===== src/rtl/light_sequencer_multi_pkg.sv =====
// Shared types and helpers for the multi-channel light sequencer.
//   mode_e        : advance mode (HOLD_RUN/AUTO/STEP/FREEZE)
//   IDX_*         : colour index constants (1..6)
//   idx_to_rgb    : index -> {R,G,B} word, each component CW bits wide
//   white_word / blue_word : fixed colour words
package light_seq_pkg;

  localparam int unsigned IDX_W  = 3;
  localparam int unsigned MAX_CW = 32;

  typedef logic [3*MAX_CW-1:0] word_t;

  typedef enum logic [1:0] {
    HOLD_RUN = 2'b00,
    AUTO     = 2'b01,
    STEP     = 2'b10,
    FREEZE   = 2'b11
  } mode_e;

  localparam logic [IDX_W-1:0] IDX_BLUE    = 3'd1;
  localparam logic [IDX_W-1:0] IDX_GREEN   = 3'd2;
  localparam logic [IDX_W-1:0] IDX_CYAN    = 3'd3;
  localparam logic [IDX_W-1:0] IDX_RED     = 3'd4;
  localparam logic [IDX_W-1:0] IDX_MAGENTA = 3'd5;
  localparam logic [IDX_W-1:0] IDX_YELLOW  = 3'd6;

  // idx bit2 -> R, bit1 -> G, bit0 -> B; a set bit saturates the component.
  // Result is right-aligned in word_t; callers size-cast to 3*cw bits.
  function automatic word_t idx_to_rgb(input logic [IDX_W-1:0] idx,
                                       input int unsigned cw);
    word_t ones;
    word_t rgb;
    ones = ~(word_t'('1) << cw);
    rgb  = '0;
    if (idx[2]) rgb = rgb | (ones << (2 * cw));
    if (idx[1]) rgb = rgb | (ones << cw);
    if (idx[0]) rgb = rgb | ones;
    return rgb;
  endfunction

  function automatic word_t white_word(input int unsigned cw);
    return idx_to_rgb(3'd7, cw);
  endfunction

  function automatic word_t blue_word(input int unsigned cw);
    return idx_to_rgb(IDX_BLUE, cw);
  endfunction

endpackage


===== src/rtl/light_sequencer_multi_if.sv =====
// Control/data bundle between the sequencer and its controller.
//   sel    : 1 = sequenced colour, 0 = force white
//   mode   : advance mode (see light_seq_pkg::mode_e)
//   button : per-channel advance request
//   presc  : AUTO tick period minus 1
//   light  : NCH RGB words, channel i at [i*3*CW +: 3*CW]
//   wrap   : per-channel 1-cycle wrap pulse
interface light_sequencer_multi_if #(
  parameter int unsigned NCH     = 4,
  parameter int unsigned CW      = 8,
  parameter int unsigned PRESC_W = 16
);
  logic                  sel;
  logic [1:0]            mode;
  logic [NCH-1:0]        button;
  logic [PRESC_W-1:0]    presc;
  logic [NCH*3*CW-1:0]   light;
  logic [NCH-1:0]        wrap;

  modport master (output sel, mode, button, presc, input light, wrap);
  modport slave  (input sel, mode, button, presc, output light, wrap);
endinterface


===== src/rtl/light_sequencer_multi_colour_lut.sv =====
// Pipelined colour lookup for one channel.
//   clk, rst : clock, synchronous active-high reset (all stages -> BLUE)
//   i_idx    : colour index 1..6
//   o_rgb    : {R,G,B} word, LUT_LAT cycles after i_idx
module colour_lut
  import light_seq_pkg::*;
#(
  parameter int unsigned CW      = 8,
  parameter int unsigned LUT_LAT = 2
) (
  input  logic              clk,
  input  logic              rst,
  input  logic [IDX_W-1:0]  i_idx,
  output logic [3*CW-1:0]   o_rgb
);

  logic [3*CW-1:0] w_rgb;
  logic [3*CW-1:0] w_blue;
  logic [3*CW-1:0] r_pipe [LUT_LAT];

  assign w_rgb  = (3*CW)'(idx_to_rgb(i_idx, CW));
  assign w_blue = (3*CW)'(blue_word(CW));

  always_ff @(posedge clk) begin
    if (rst) begin
      for (int unsigned k = 0; k < LUT_LAT; k++) r_pipe[k] <= w_blue;
    end else begin
      r_pipe[0] <= w_rgb;
      for (int unsigned k = 1; k < LUT_LAT; k++) r_pipe[k] <= r_pipe[k-1];
    end
  end

  assign o_rgb = r_pipe[LUT_LAT-1];

endmodule


===== src/rtl/light_sequencer_multi.sv =====
// Multi-channel light sequencer.
//   clk  : system clock, rising edge
//   rst  : synchronous active-high reset
//   bus  : slave side of light_sequencer_multi_if (sel/mode/button/presc in,
//          light/wrap out)
// Holds the AUTO prescaler, per-channel index/edge/wrap registers, one
// colour_lut per channel and the final white-forcing mux.
module light_sequencer_multi
  import light_seq_pkg::*;
#(
  parameter int unsigned NCH     = 4,
  parameter int unsigned CW      = 8,
  parameter int unsigned NSTATES = 6,
  parameter int unsigned LUT_LAT = 2,
  parameter int unsigned PRESC_W = 16
) (
  input  logic                     clk,
  input  logic                     rst,
  light_sequencer_multi_if.slave   bus
);

  mode_e                w_mode;
  logic                 w_tick;
  logic [NCH-1:0]       w_adv;
  logic [NCH*3*CW-1:0]  w_lut;

  logic [PRESC_W-1:0]   r_cnt;
  logic [IDX_W-1:0]     r_idx [NCH];
  logic [NCH-1:0]       r_btn_q;
  logic [NCH-1:0]       r_wrap;

  assign w_mode = mode_e'(bus.mode);
  assign w_tick = (w_mode == AUTO) && (r_cnt == bus.presc);

  // Count is held at zero outside AUTO so re-entering AUTO starts a full period.
  always_ff @(posedge clk) begin
    if (rst || (w_mode != AUTO) || w_tick) r_cnt <= '0;
    else                                   r_cnt <= r_cnt + 1'b1;
  end

  always_comb begin
    w_adv = '0;
    case (w_mode)
      HOLD_RUN: w_adv = bus.button;
      AUTO:     w_adv = {NCH{w_tick}};
      STEP:     w_adv = bus.button & ~r_btn_q;
      FREEZE:   w_adv = '0;
      default:  w_adv = '0;
    endcase
  end

  // Edge register tracks button in every mode, so STEP entered with a held
  // button sees no rising edge.
  always_ff @(posedge clk) begin
    if (rst) begin
      for (int unsigned i = 0; i < NCH; i++) r_idx[i] <= IDX_BLUE;
      r_btn_q <= '0;
      r_wrap  <= '0;
    end else begin
      r_btn_q <= bus.button;
      for (int unsigned i = 0; i < NCH; i++) begin
        r_wrap[i] <= 1'b0;
        if (w_adv[i]) begin
          if (r_idx[i] == IDX_W'(NSTATES)) begin
            r_idx[i]  <= IDX_BLUE;
            r_wrap[i] <= 1'b1;
          end else begin
            r_idx[i] <= r_idx[i] + 1'b1;
          end
        end
      end
    end
  end

  for (genvar g = 0; g < NCH; g++) begin : g_ch
    colour_lut #(.CW(CW), .LUT_LAT(LUT_LAT)) u_lut (
      .clk   (clk),
      .rst   (rst),
      .i_idx (r_idx[g]),
      .o_rgb (w_lut[g*3*CW +: 3*CW])
    );
  end

  assign bus.light = bus.sel ? w_lut : '1;
  assign bus.wrap  = r_wrap;

endmodule


===== src/flat_wrapper.sv =====
// flat-port wrapper written by rule: the top's interface ports become plain ports
module light_sequencer_multi_flat import light_seq_pkg::*;
#(
  parameter int unsigned NCH     = 4,
  parameter int unsigned CW      = 8,
  parameter int unsigned NSTATES = 6,
  parameter int unsigned LUT_LAT = 2,
  parameter int unsigned PRESC_W = 16
)
  (clk, rst, bus_sel, bus_mode, bus_button, bus_presc, bus_light, bus_wrap);
  light_sequencer_multi_if #(.NCH(NCH), .CW(CW), .PRESC_W(PRESC_W)) bus_i ();
  input  logic clk;
  input  logic rst;
  input wire logic [$bits(bus_i.sel)-1:0] bus_sel;
  input wire logic [$bits(bus_i.mode)-1:0] bus_mode;
  input wire logic [$bits(bus_i.button)-1:0] bus_button;
  input wire logic [$bits(bus_i.presc)-1:0] bus_presc;
  output wire logic [$bits(bus_i.light)-1:0] bus_light;
  output wire logic [$bits(bus_i.wrap)-1:0] bus_wrap;
  assign bus_i.sel = bus_sel;
  assign bus_i.mode = bus_mode;
  assign bus_i.button = bus_button;
  assign bus_i.presc = bus_presc;
  assign bus_light = bus_i.light;
  assign bus_wrap = bus_i.wrap;
  light_sequencer_multi #(.NCH(NCH), .CW(CW), .NSTATES(NSTATES), .LUT_LAT(LUT_LAT), .PRESC_W(PRESC_W)) u_core (.clk(clk), .rst(rst), .bus(bus_i));
endmodule

===== config.mk =====
export PLATFORM = sky130hd
export DESIGN_NAME = light_sequencer_multi_flat
export DESIGN_NICKNAME = d
export VERILOG_FILES = /design/src/rtl/light_sequencer_multi_pkg.sv /design/src/rtl/light_sequencer_multi_if.sv /design/src/rtl/light_sequencer_multi_colour_lut.sv /design/src/rtl/light_sequencer_multi.sv /design/src/flat_wrapper.sv
export SDC_FILE = /design/constraint.sdc
export NUM_CORES = 1
export LEC_CHECK = 0
export CAP_MARGIN = 5
export CELL_PAD_IN_SITES_DETAIL_PLACEMENT = 1
export CELL_PAD_IN_SITES_GLOBAL_PLACEMENT = 1
export CORE_MARGIN = 5
export CORE_UTILIZATION = 51
export DETAILED_ROUTE_END_ITERATION = 16
export DONT_BUFFER_PORTS = 1
export GPL_ROUTABILITY_DRIVEN = 0
export PLACE_DENSITY = 0.87
export SYNTH_ARGS = -nofsm -noshare
export SYNTH_HDL_FRONTEND = slang
export SYNTH_HIERARCHICAL = 1
export SYNTH_SLANG_ARGS = --single-unit

===== constraint.sdc =====
create_clock -name clk -period 5.7 [get_ports clk]
set_input_delay 1.14 -clock clk [delete_from_list [all_inputs] [get_ports clk]]
set_output_delay 1.14 -clock clk [all_outputs]
set_load 0.02 [all_outputs]

==> metrics.md, run 1 <==
| Metric | Value |
|---|---|
| Crit path kind | in -> reg |
| Slew Viols, Final | 0 |
| Actual slew at the worst max-slew pin | 913 ps |
| Comb pwr share | 11.3% |
| Final hold viol count | 0 |
| Total global-route track usage | 14.0% |
| Worst-Skew Late Latency | 340 ps |
| Die span in x | 96.9 um |
| Synthesized area per cell | 8.93 um^2 |
| Final worst slack | 2840 ps |
| TritonRoute pass-1 iters | 4 |
| Largest net degree at the start of global routing | 97 |
| Hold-fix buffers, CTS | 0 |
| Htree depth | 3 |
| Syn Std Cell Area | 3850 um^2 |
| Max cap viols | 0 |
| Critical path endpoint category | flip-flop |
| Dpl hpwl | 5060 um |
| Starting Density | 52.8% |
| Initial DRC Count | 49 |
| CTS max path bufs | 2 |
| Number of routed nets with antenna violations | 0 |
| Number of instances in the placed design | 418 |
| Height of the die | 96.9 um |
| HP Class | reg -> reg |
| Layout area overhead | -13.1% |
| Initial antenna violation count | 0 |
| DR vias | 2213 |
| Peak VDD IR | 167 uV |
| Routed len/inst | 16.1 um |
| Final nets | 364 |
| Vias in the first global route | 2166 |
| Power per cell area | 263 nW/um^2 |
| Fin crit share | 50.1% |
| Drt drc | 0 |
| RSZ-0062 raised after global routing | no |
| Global-route wire length before repair | 10900 um |
| FF-to-FF setup slack | 3250 ps |
| CTS clock-pin slew for the worst setup and hold paths | 60 ps |
| Gate count after technology mapping | 431 |
| Tmin final | 2860 ps |
| Setup Buffers After CTS | 0 |
| Leak | 0.00127 uW |
| Setup Viol. Count Final | 0 |
| Final WL | 6970 um |
| WP data required | 5750 ps |
| Setup TNS | 0 ps |
| Post-Syn Nets | 465 |
| Power share of the sequential group | 51.8% |
| Switching power | 250 uW |
| I/O pin count | 125 |
| Diodes inserted | 0 |
| Skew final | 11.9 ps |
| TritonCTS clock tree | done |
| Core ar. | 7290 um^2 |
| Int Pwr | 629 uW |
| Finished Core Util | 45.8% |
| Worst slack, placed | 2500 ps |
| Count of cell types in the netlist | 32 |
| Switching share of power | 28.5% |
| Seq cells post-synth | 60 |
| FMAX | 0.350 GHz |
| GRT overflow | 0 |
| Clock Sinks | 60 |
| Via-to-Cell Ratio | 5.10 |
| Post-CTS Resized | 0 |
| Die area | 9380 um^2 |
| Setup crit start kind | input port |
| Fraction of layout cells with a size suffix above 1 | 6.87% |
| Crit path max fanout | 17 |
| Post-route insts no fill | 434 |
| Yosys warns | 6 |
| CTS root buf | clkbuf_8 |
| Sequential fraction of the synthesis area | 34.3% |
| Final hold slack | 403 ps |
| Slew headroom | 38.6% |
| Port bufs | 0 |
| Status | finished clean |
| Clk pwr share | 36.9% |
| # rows | 31 |
| Arr. time, crit path | 2900 ps |
| TritonCTS buffer count | 9 |
-- flip-flops by register name, summed over array words and instances (netlist names) --
signal / flops
u_core/r_idx: 12
u_core/r_cnt: 16
u_core/g_ch.u_lut/r_pipe: 24
u_core/bus.wrap: 4
u_core/r_btn_q: 4
-- power groups by stage --
stage                     Combinational, uW  Sequential (uW)  Clock (uW)
after floorplan                         121              463           0
after global placement                 97.7              464           0
after detailed placement                101              465           0
after CTS                               101              456         335
after global routing                    107              457         352
final                                  99.6              455         325
-- final cells by class --
| class | count | area [um^2] |
|---|---|---|
| fillers | 853 | 3950 |
| inverters | 9 | 33.8 |
| flip-flops and latches | 60 | 1320 |
| well taps | 99 | 124 |
| clock buffers | 11 | 131 |
| multi-input cells | 250 | 1700 |
| clock inverters | 5 | 28.8 |
-- metal layers --
metal	wire length [um]	track usage, %	vias to the layer above
li1	-	-	1096
met1	3000	15.8	1017
met2	3240	22.6	90
met3	644	6.26	10
met4	89	6.59	0
met5	0	0	-
-- worst paths after layout --
kind	start	endpoint	depth (start not counted)
worst min-delay path	u_core/g_ch[2].u_lut/r_pipe[0][7]	u_core/g_ch[2].u_lut/r_pipe[0][31]	1
worst min register to register	u_core/g_ch[2].u_lut/r_pipe[0][7]	u_core/g_ch[2].u_lut/r_pipe[0][31]	1
worst max-delay path	bus_presc[8]	u_core/r_idx[2][0]	4
worst max register to register	u_core/r_cnt[8]	u_core/r_idx[2][0]	4
-- layout by cell type (no fill, tap or decap), types with 3 or more instances in the layout --
| cell type | count |
|---|---|
| and2_1 | 6 |
| or4_1 | 4 |
| nor3b_1 | 4 |
| a21oi_1 | 5 |
| a211oi_1 | 4 |
| nand2_1 | 3 |
| nor2b_1 | 17 |
| clkbuf_8 | 9 |
| ha_1 | 9 |
| nor2_1 | 7 |
| nand3_1 | 7 |
| nand2b_1 | 96 |
| or3_2 | 4 |
| inv_1 | 9 |
| nor4_1 | 13 |
| edfxtp_1 | 12 |
| or2_1 | 8 |
| xor2_1 | 25 |
| dfxtp_1 | 48 |
| nand4_1 | 3 |
| and4_1 | 4 |
| nor3_1 | 15 |
| xnor2_1 | 9 |
-- synth_stat cells, drive strengths merged --
cell type  count  area share [%]
nand4          3            0.49
nand3          7            0.91
and4           5             1.2
dfxtp         48              25
a21oi          5            0.65
and3           2            0.36
nor3b          4            0.78
or2            9             1.5
nand2          3            0.29
or2b           1            0.23
or3            4            0.78
and2           6            0.98
nor2           7            0.68
xor2          25             5.7
a211oi         4            0.78
nor3          15             2.0
nor2b         17             2.8
ha             9             2.9
xnor2          9             2.0
inv            9            0.88
edfxtp        12             9.4
buf           97              19
clkbuf        15             1.5
nand2b        96              16
or4            5             1.1
nor4          14             2.7
-- stage by stage --
stage | area (um^2) | power [uW]
3_3_place_gp | 3180 | 562
6_report | 3340 | 880
4_1_cts | 3340 | 892
3_5_place_dp | 3180 | 566
2_1_floorplan | 3850 | 584
5_1_grt | 3340 | 916
-- kinds of logic (layout without fill, tap and decap cells) --
| kind of cell | count (synthesis) | count (layout) | share of synthesized area, % |
|---|---|---|---|
| buffers and inverters | 121 | 25 | 21.4 |
| XOR/XNOR | 34 | 34 | 7.74 |
| adder cells (fa/ha/maj) | 9 | 9 | 2.93 |
| AND/OR/NAND/NOR | 198 | 198 | 32.2 |
| flip-flops | 60 | 60 | 34.3 |
| AO/OA/AOI/OAI | 9 | 9 | 1.43 |
-- critical path, stage by stage --
cell and delay [ps]:
xor2_1 140, or4_4 550, nor4_4 770, or3_2 300
Note: power is estimated with default switching activity, not from simulation.
==> run 2, diff against run 1 <==
--- a/config.mk
+++ b/config.mk
@@ -9,11 +9,11 @@
 export CELL_PAD_IN_SITES_DETAIL_PLACEMENT = 1
 export CELL_PAD_IN_SITES_GLOBAL_PLACEMENT = 1
 export CORE_MARGIN = 5
-export CORE_UTILIZATION = 51
+export CORE_UTILIZATION = 42
 export DETAILED_ROUTE_END_ITERATION = 16
 export DONT_BUFFER_PORTS = 1
 export GPL_ROUTABILITY_DRIVEN = 0
-export PLACE_DENSITY = 0.87
+export PLACE_DENSITY = 0.77
 export SYNTH_ARGS = -nofsm -noshare
 export SYNTH_HDL_FRONTEND = slang
 export SYNTH_HIERARCHICAL = 1
==> constraint.sdc (replaced) <==
create_clock -name clk -period 2.4 [get_ports clk]
set_input_delay 0.48 -clock clk [delete_from_list [all_inputs] [get_ports clk]]
set_output_delay 0.48 -clock clk [all_outputs]
set_load 0.02 [all_outputs]
==> metrics.md, run 2 (synthesis results as in run 1) <==
| Metric | Value |
|---|---|
| Layout area overhead | -11.5% |
| Arr. time, crit path | 2150 ps (-750 ps) |
| Max reg flops | 24 (unchanged) |
| Setup crit start kind | flip-flop |
| Slew Viols, Final | 0 (unchanged) |
| R2r endpoint | u_core/r_idx[3][0] |
| Power share of the sequential group | 49.0% (-2.8 points) |
| Htree depth | 3 (unchanged) |
| Critical path endpoint category | flip-flop |
| Die span in x | 106 um (+9.1%) |
| Via-to-Cell Ratio | 4.96 (-2.8%) |
| Dpl hpwl | 5030 um (-0.71%) |
| Worst-Skew Late Latency | 320 ps (-20 ps) |
| Actual slew at the worst max-slew pin | 385 ps (-528 ps) |
| Final hold slack | 225 ps (-179 ps) |
| Final nets | 365 (+0.27%) |
| GRT met2 Usage | 19.6% (-3.0 points) |
| Number of instances in the placed design | 431 (+3.1%) |
| Starting Density | 42.4% (-10 points) |
| Diodes inserted | 0 (unchanged) |
| Global-route met1 utilization | 14.5% (-1.3 points) |
| Number of routed nets with antenna violations | 0 (unchanged) |
| Fin crit share | 87.1% |
| Crit path kind | reg -> reg |
| CP peak stage delay | 430 ps (-340 ps) |
| # rows | 35 (+13%) |
| Switching power | 561 uW (+120%) |
| Comb pwr share | 10.7% (-0.6 points) |
| Leading cell type in the layout, fill and taps excluded | nand2b_1 |
| WP data required | 2460 ps (-3290 ps) |
| Drt drc | 0 (unchanged) |
| Fraction of layout cells with a size suffix above 1 | 7.44% (+0.57 points) |
| Setup Buffers After CTS | 0 (unchanged) |
| HP Class | in -> reg |
| Most frequent cells in the layout | nand2b_1 (96), dfxtp_1 (48), xor2_1 (25) |
| Reg2reg start | u_core/r_cnt[7] |
| Setup TNS | 0 ps (unchanged) |
| Start point of the critical path | u_core/r_cnt[7] |
| Biggest regs | u_core/g_ch.u_lut/r_pipe (24), u_core/r_cnt (16), u_core/r_idx (12) |
| Die area | 11200 um^2 (+19%) |
| Power per cell area | 648 nW/um^2 (+150%) |
| Post-route insts no fill | 447 (+3.0%) |
| Slew headroom | 74.1% (+35 points) |
| Worst slack, placed | 235 ps (-2270 ps) |
| Crit-path cells | xor2_1 > nor4_1 > and4_1 > a21oi_1 > or4_1 |
| WHS Path Cells | 1 (unchanged) |
| Leak | 0.00130 uW (+2.5%) |
| Met3 usage | 5.88% (-0.38 points) |
| Final hold viol count | 0 (unchanged) |
| Final worst slack | 309 ps (-2540 ps) |
| Core ar. | 9060 um^2 (+24%) |
| Critical-path top delay cell | or4_1 |
| Clk pwr share | 40.3% (+3.4 points) |
| Worst reg2reg path depth | 5 (+1) |
| Total global-route track usage | 12.5% (-1.5 points) |
| Initial DRC Count | 133 (+170%) |
| TritonRoute pass-1 iters | 4 (unchanged) |
| Crit path max fanout | 5 (-12) |
| CTS root buf | clkbuf_8 |
| Hold-fix buffers, CTS | 0 (unchanged) |
| RSZ-0062 raised after global routing | no |
| Largest net degree at the start of global routing | 97 (unchanged) |
| FF-to-FF setup slack | 310 ps (-2940 ps) |
| Tmin final | 2090 ps |
| CTS clock-pin slew for the worst setup and hold paths | 60 ps (about the same) |
| TritonCTS buffer count | 9 (unchanged) |
| Initial antenna violation count | 0 (unchanged) |
| Clock Sinks | 60 (unchanged) |
| DR vias | 2216 (+0.14%) |
| GRT overflow | 0 (unchanged) |
| Height of the die | 106 um (+9.1%) |
| Peak VDD IR | 282 uV (+69%) |
| Final WL | 6860 um (-1.6%) |
| Switching share of power | 25.4% (-3.0 points) |
| TritonCTS clock tree | done |
| Register with the most flip-flops | u_core/g_ch.u_lut/r_pipe |
| Worst Setup EP | u_core/r_idx[3][0] |
| Routed len/inst | 15.3 um (-4.5%) |
| I/O pin count | 125 (unchanged) |
| Status | finished clean |
| Vias in the first global route | 2287 (+5.6%) |
| Setup Viol. Count Final | 0 (unchanged) |
| CTS max path bufs | 2 (unchanged) |
| FMAX | 0.478 GHz |
| Int Pwr | 1650 uW (+160%) |
| Post-CTS Resized | 0 (unchanged) |
| Max cap viols | 0 (unchanged) |
| Skew final | 4.61 ps (-7.32 ps) |
| Grt peak-use layer | met2 |
| Global-route wire length before repair | 11300 um (+3.7%) |
| Port bufs | 0 (unchanged) |
==> run 2: worst max-delay path: cells and delay by family, from the launching register on <==
kind / cells / cell delay, ps
XOR/XNOR: 1 / 210
AO/OA/AOI/OAI: 1 / 160
AND/OR/NAND/NOR: 3 / 1110
flip-flops: 1 / 350
==> run 2: routing by layer <==
metal | wire length (um) | vias up
met5 | 0 | -
met4 | 141 | 0
met3 | 681 | 11
met2 | 3090 | 94
met1 | 2940 | 1010
li1 | - | 1101
==> run 2: final cells by class <==
class,count,area (um^2)
clock buffer,16,200
sequential,60,1320
fill,1039,5660
inverter,9,33.8
timing repair buffer,1,7.51
tap,111,139
multi-input combinational,250,1700
==> run 2: power by group through the flow <==
stage	Sequential, uW	Clock, uW	Combinational (uW)
finish	1080	889	236
global route	1090	970	254
CTS	1080	925	239
detailed placement	1100	0	238
global placement	1100	0	233
floorplan	1100	0	287
==> run 2: per-stage QoR <==
step	utilization (%)	instance area, um^2	total power (uW)
3_5_place_dp	35.4	3210	1340
2_1_floorplan	-	3850	1390
6_report	37.6	3410	2210
4_1_cts	37.6	3410	2250
5_1_grt	37.6	3410	2310
3_3_place_gp	35.4	3210	1340
==> run 2: worst min path at each step <==
stage	startpoint	end	slack [ps]
floorplan	u_core/g_ch[0].u_lut/r_pipe[0][7]	u_core/g_ch[0].u_lut/r_pipe[0][31]	380
global placement	u_core/g_ch[2].u_lut/r_pipe[0][7]	u_core/g_ch[2].u_lut/r_pipe[0][31]	390
detailed placement	u_core/g_ch[1].u_lut/r_pipe[0][7]	u_core/g_ch[1].u_lut/r_pipe[0][31]	390
CTS	rst	u_core/g_ch[1].u_lut/r_pipe[0][15]	200
global route	rst	u_core/g_ch[0].u_lut/r_pipe[0][15]	200
finish	rst	u_core/g_ch[0].u_lut/r_pipe[0][15]	220
==> run 3, diff against run 2 <==
--- a/config.mk
+++ b/config.mk
@@ -9,11 +9,11 @@
 export CELL_PAD_IN_SITES_DETAIL_PLACEMENT = 1
 export CELL_PAD_IN_SITES_GLOBAL_PLACEMENT = 1
 export CORE_MARGIN = 5
-export CORE_UTILIZATION = 42
+export CORE_UTILIZATION = 47
 export DETAILED_ROUTE_END_ITERATION = 16
 export DONT_BUFFER_PORTS = 1
 export GPL_ROUTABILITY_DRIVEN = 0
-export PLACE_DENSITY = 0.77
+export PLACE_DENSITY = 0.81
 export SYNTH_ARGS = -nofsm -noshare
 export SYNTH_HDL_FRONTEND = slang
 export SYNTH_HIERARCHICAL = 1
==> constraint.sdc (replaced) <==
create_clock -name clk -period 2.2 [get_ports clk]
set_input_delay 0.44 -clock clk [delete_from_list [all_inputs] [get_ports clk]]
set_output_delay 0.44 -clock clk [all_outputs]
set_load 0.02 [all_outputs]
==> metrics.md, run 3 (synthesis results as in run 1) <==
| Metric | Value |
|---|---|
| Status | finished clean |
| Layout area overhead | -10.2% |
| Worst-Skew Late Latency | 350 ps (+30 ps) |
| Power per cell area | 773 nW/um^2 (+19%) |
| HP Class | in -> reg |
| Height of the die | 100 um (-5.0%) |
| Final hold slack | 161 ps (-64.0 ps) |
| Max cap viols | 0 (unchanged) |
| Setup crit start kind | flip-flop |
| Placed Area | 3210 um^2 (unchanged) |
| Setup TNS | 0 ps (unchanged) |
| FMAX | 0.487 GHz (+1.9%) |
| Fin area | 3450 um^2 (+1.4%) |
| Peak VDD IR | 362 uV (+28%) |
| Arr. time, crit path | 2140 ps (about the same) |
| Diodes inserted | 0 (unchanged) |
| Reg2reg start | u_core/r_cnt[9] |
| Slew headroom | 73.9% (-0.18 points) |
| Core ar. | 8090 um^2 (-11%) |
| Crit path kind | reg -> reg |
| CTS max path bufs | 2 (unchanged) |
| CP peak stage delay | 450 ps (+20 ps) |
| Number of routed nets with antenna violations | 0 (unchanged) |
| Initial antenna violation count | 0 (unchanged) |
| Htree depth | 3 (unchanged) |
| Total global-route track usage | 13.8% (+1.3 points) |
| Die area | 10100 um^2 (-9.7%) |
| Vias in the first global route | 2190 (-4.2%) |
| Crit path buffers/inverters | 0 (unchanged) |
| Max reg flops | 24 (unchanged) |
| Final nets | 366 (+0.27%) |
| TritonCTS buffer count | 9 (unchanged) |
| Tot Pwr | 2670 uW (+21%) |
| Register with the most flip-flops | u_core/g_ch.u_lut/r_pipe |
| Critical path endpoint category | flip-flop |
| I/O pin count | 125 (unchanged) |
| GRT overflow | 0 (unchanged) |
| Crit path max fanout | 5 (unchanged) |
| Initial DRC Count | 57 (-57%) |
| Final WL | 6910 um (+0.79%) |
| Actual slew at the worst max-slew pin | 388 ps (+2.63 ps) |
| TritonRoute pass-1 iters | 4 (unchanged) |
| Skew final | 6.32 ps (+1.71 ps) |
| Start point of the critical path | u_core/r_cnt[9] |
| Fin crit share | 93.3% (+6.2 points) |
| Drt drc | 0 (unchanged) |
| Largest net degree at the start of global routing | 97 (unchanged) |
| Setup Viol. Count Final | 0 (unchanged) |
| Number of instances in the placed design | 426 (-1.2%) |
| RSZ-0062 raised after global routing | no |
| Final hold viol count | 0 (unchanged) |
| Dpl hpwl | 5030 um (+0.13%) |
| CTS clock-pin slew for the worst setup and hold paths | 70 ps (about the same) |
| Tmin final | 2050 ps (-38.9 ps) |
| DR vias | 2242 (+1.2%) |
| Clock Sinks | 60 (unchanged) |
| Global-route wire length before repair | 10900 um (-3.5%) |
| # rows | 33 (-5.7%) |
| Starting Density | 47.5% (+5.1 points) |
| Port bufs | 0 (unchanged) |
| Post-route insts no fill | 442 (-1.1%) |
| Leading cell type in the layout, fill and taps excluded | nand2b_1 |
| Biggest regs | u_core/g_ch.u_lut/r_pipe (24), u_core/r_cnt (16), u_core/r_idx (12) |
| Fraction of layout cells with a size suffix above 1 | 8.61% (+1.2 points) |
| WP data required | 2290 ps (-170 ps) |
| Leak | 0.00133 uW (+1.7%) |
| Via-to-Cell Ratio | 5.07 (+2.3%) |
| Critical-path top delay cell | dfxtp_1 |
| Kind of cell adding the most delay to the critical path | simple AND/OR/NAND/NOR gates |
| Slew Viols, Final | 0 (unchanged) |
| Die span in x | 100 um (-5.0%) |
| Routed len/inst | 15.6 um (+1.9%) |
| Crit-path cells | xor2_1 > nor4_1 > and4_2 > a21oi_1 > or4_1 |
| Most frequent cells in the layout | nand2b_1 (96), dfxtp_1 (48), xor2_1 (25) |
| TritonCTS clock tree | done |
| CTS root buf | clkbuf_8 |
| Worst hold start | rst |
## run 3: cell count changes in the layout (fill, tap and decap cells not counted), sizes merged
cell	before	now
clkinv	0	2
clkbuf	16	9
bufinv	0	3
clkinvlp	0	1
buf	1	2
inv	9	10
## run 3: metrics by stage
stage	worst slack [ps]	util [%]
after global routing	53.1	42.7
final	148	42.7
after CTS	124	42.7
after floorplan	225	-
after global placement	111	39.6
after detailed placement	87.6	39.6
## run 3: layer usage
layer  share of wire (%)  wire, um  global-route usage (%)  vias to the layer above
li1                    -         -                       -                     1102
met1                  41      2800                    15.5                     1027
met2                  47      3250                    22.7                       93
met3                 9.1       627                    4.36                       20
met4                 3.3       231                    8.60                        0
met5                   0         0                       0                        -
## run 3: worst paths after layout
kind	to	slack, ps	cells past startpoint
worst max register to register	u_core/r_idx[3][0]	150	5
worst min register to register	u_core/g_ch[1].u_lut/r_pipe[0][31]	410	1
worst min-delay path	u_core/g_ch[0].u_lut/r_pipe[0][39]	160	1
worst max-delay path	u_core/r_idx[3][0]	150	5
## run 3: area by class of cell
| cell class | count | area (um^2) |
|---|---|---|
| inverters | 9 | 33.8 |
| well taps | 105 | 131 |
| flip-flops and latches | 60 | 1320 |
| clock inverters | 7 | 124 |
| clock buffers | 9 | 124 |
| fillers | 931 | 4640 |
| repair buffers | 2 | 15.0 |
| multi-input cells | 250 | 1710 |
## run 3: worst reg2reg max path, delay by kind of cell, from the launching register on
family	cells	cell delay (ps)
xor gates and xnor gates	1	140
and+or+nand+nor	3	1060
AOI/OAI and AO/OA	1	140
DFF	1	450
## run 3: power breakdown
| part | total, uW | internal [uW] | switching, uW |
|---|---|---|---|
| clock | 1230 | 759 | 472 |
| combinational | 259 | 73.8 | 186 |
| sequential | 1180 | 1160 | 22.2 |
| total | 2670 | 1990 | 680 |
## run 3: what timing repair did
action,CTS,global route
gates resized for setup,0,1
endpoints found under the setup margin,0,1
hold buffers,0,0
setup buffers,0,0
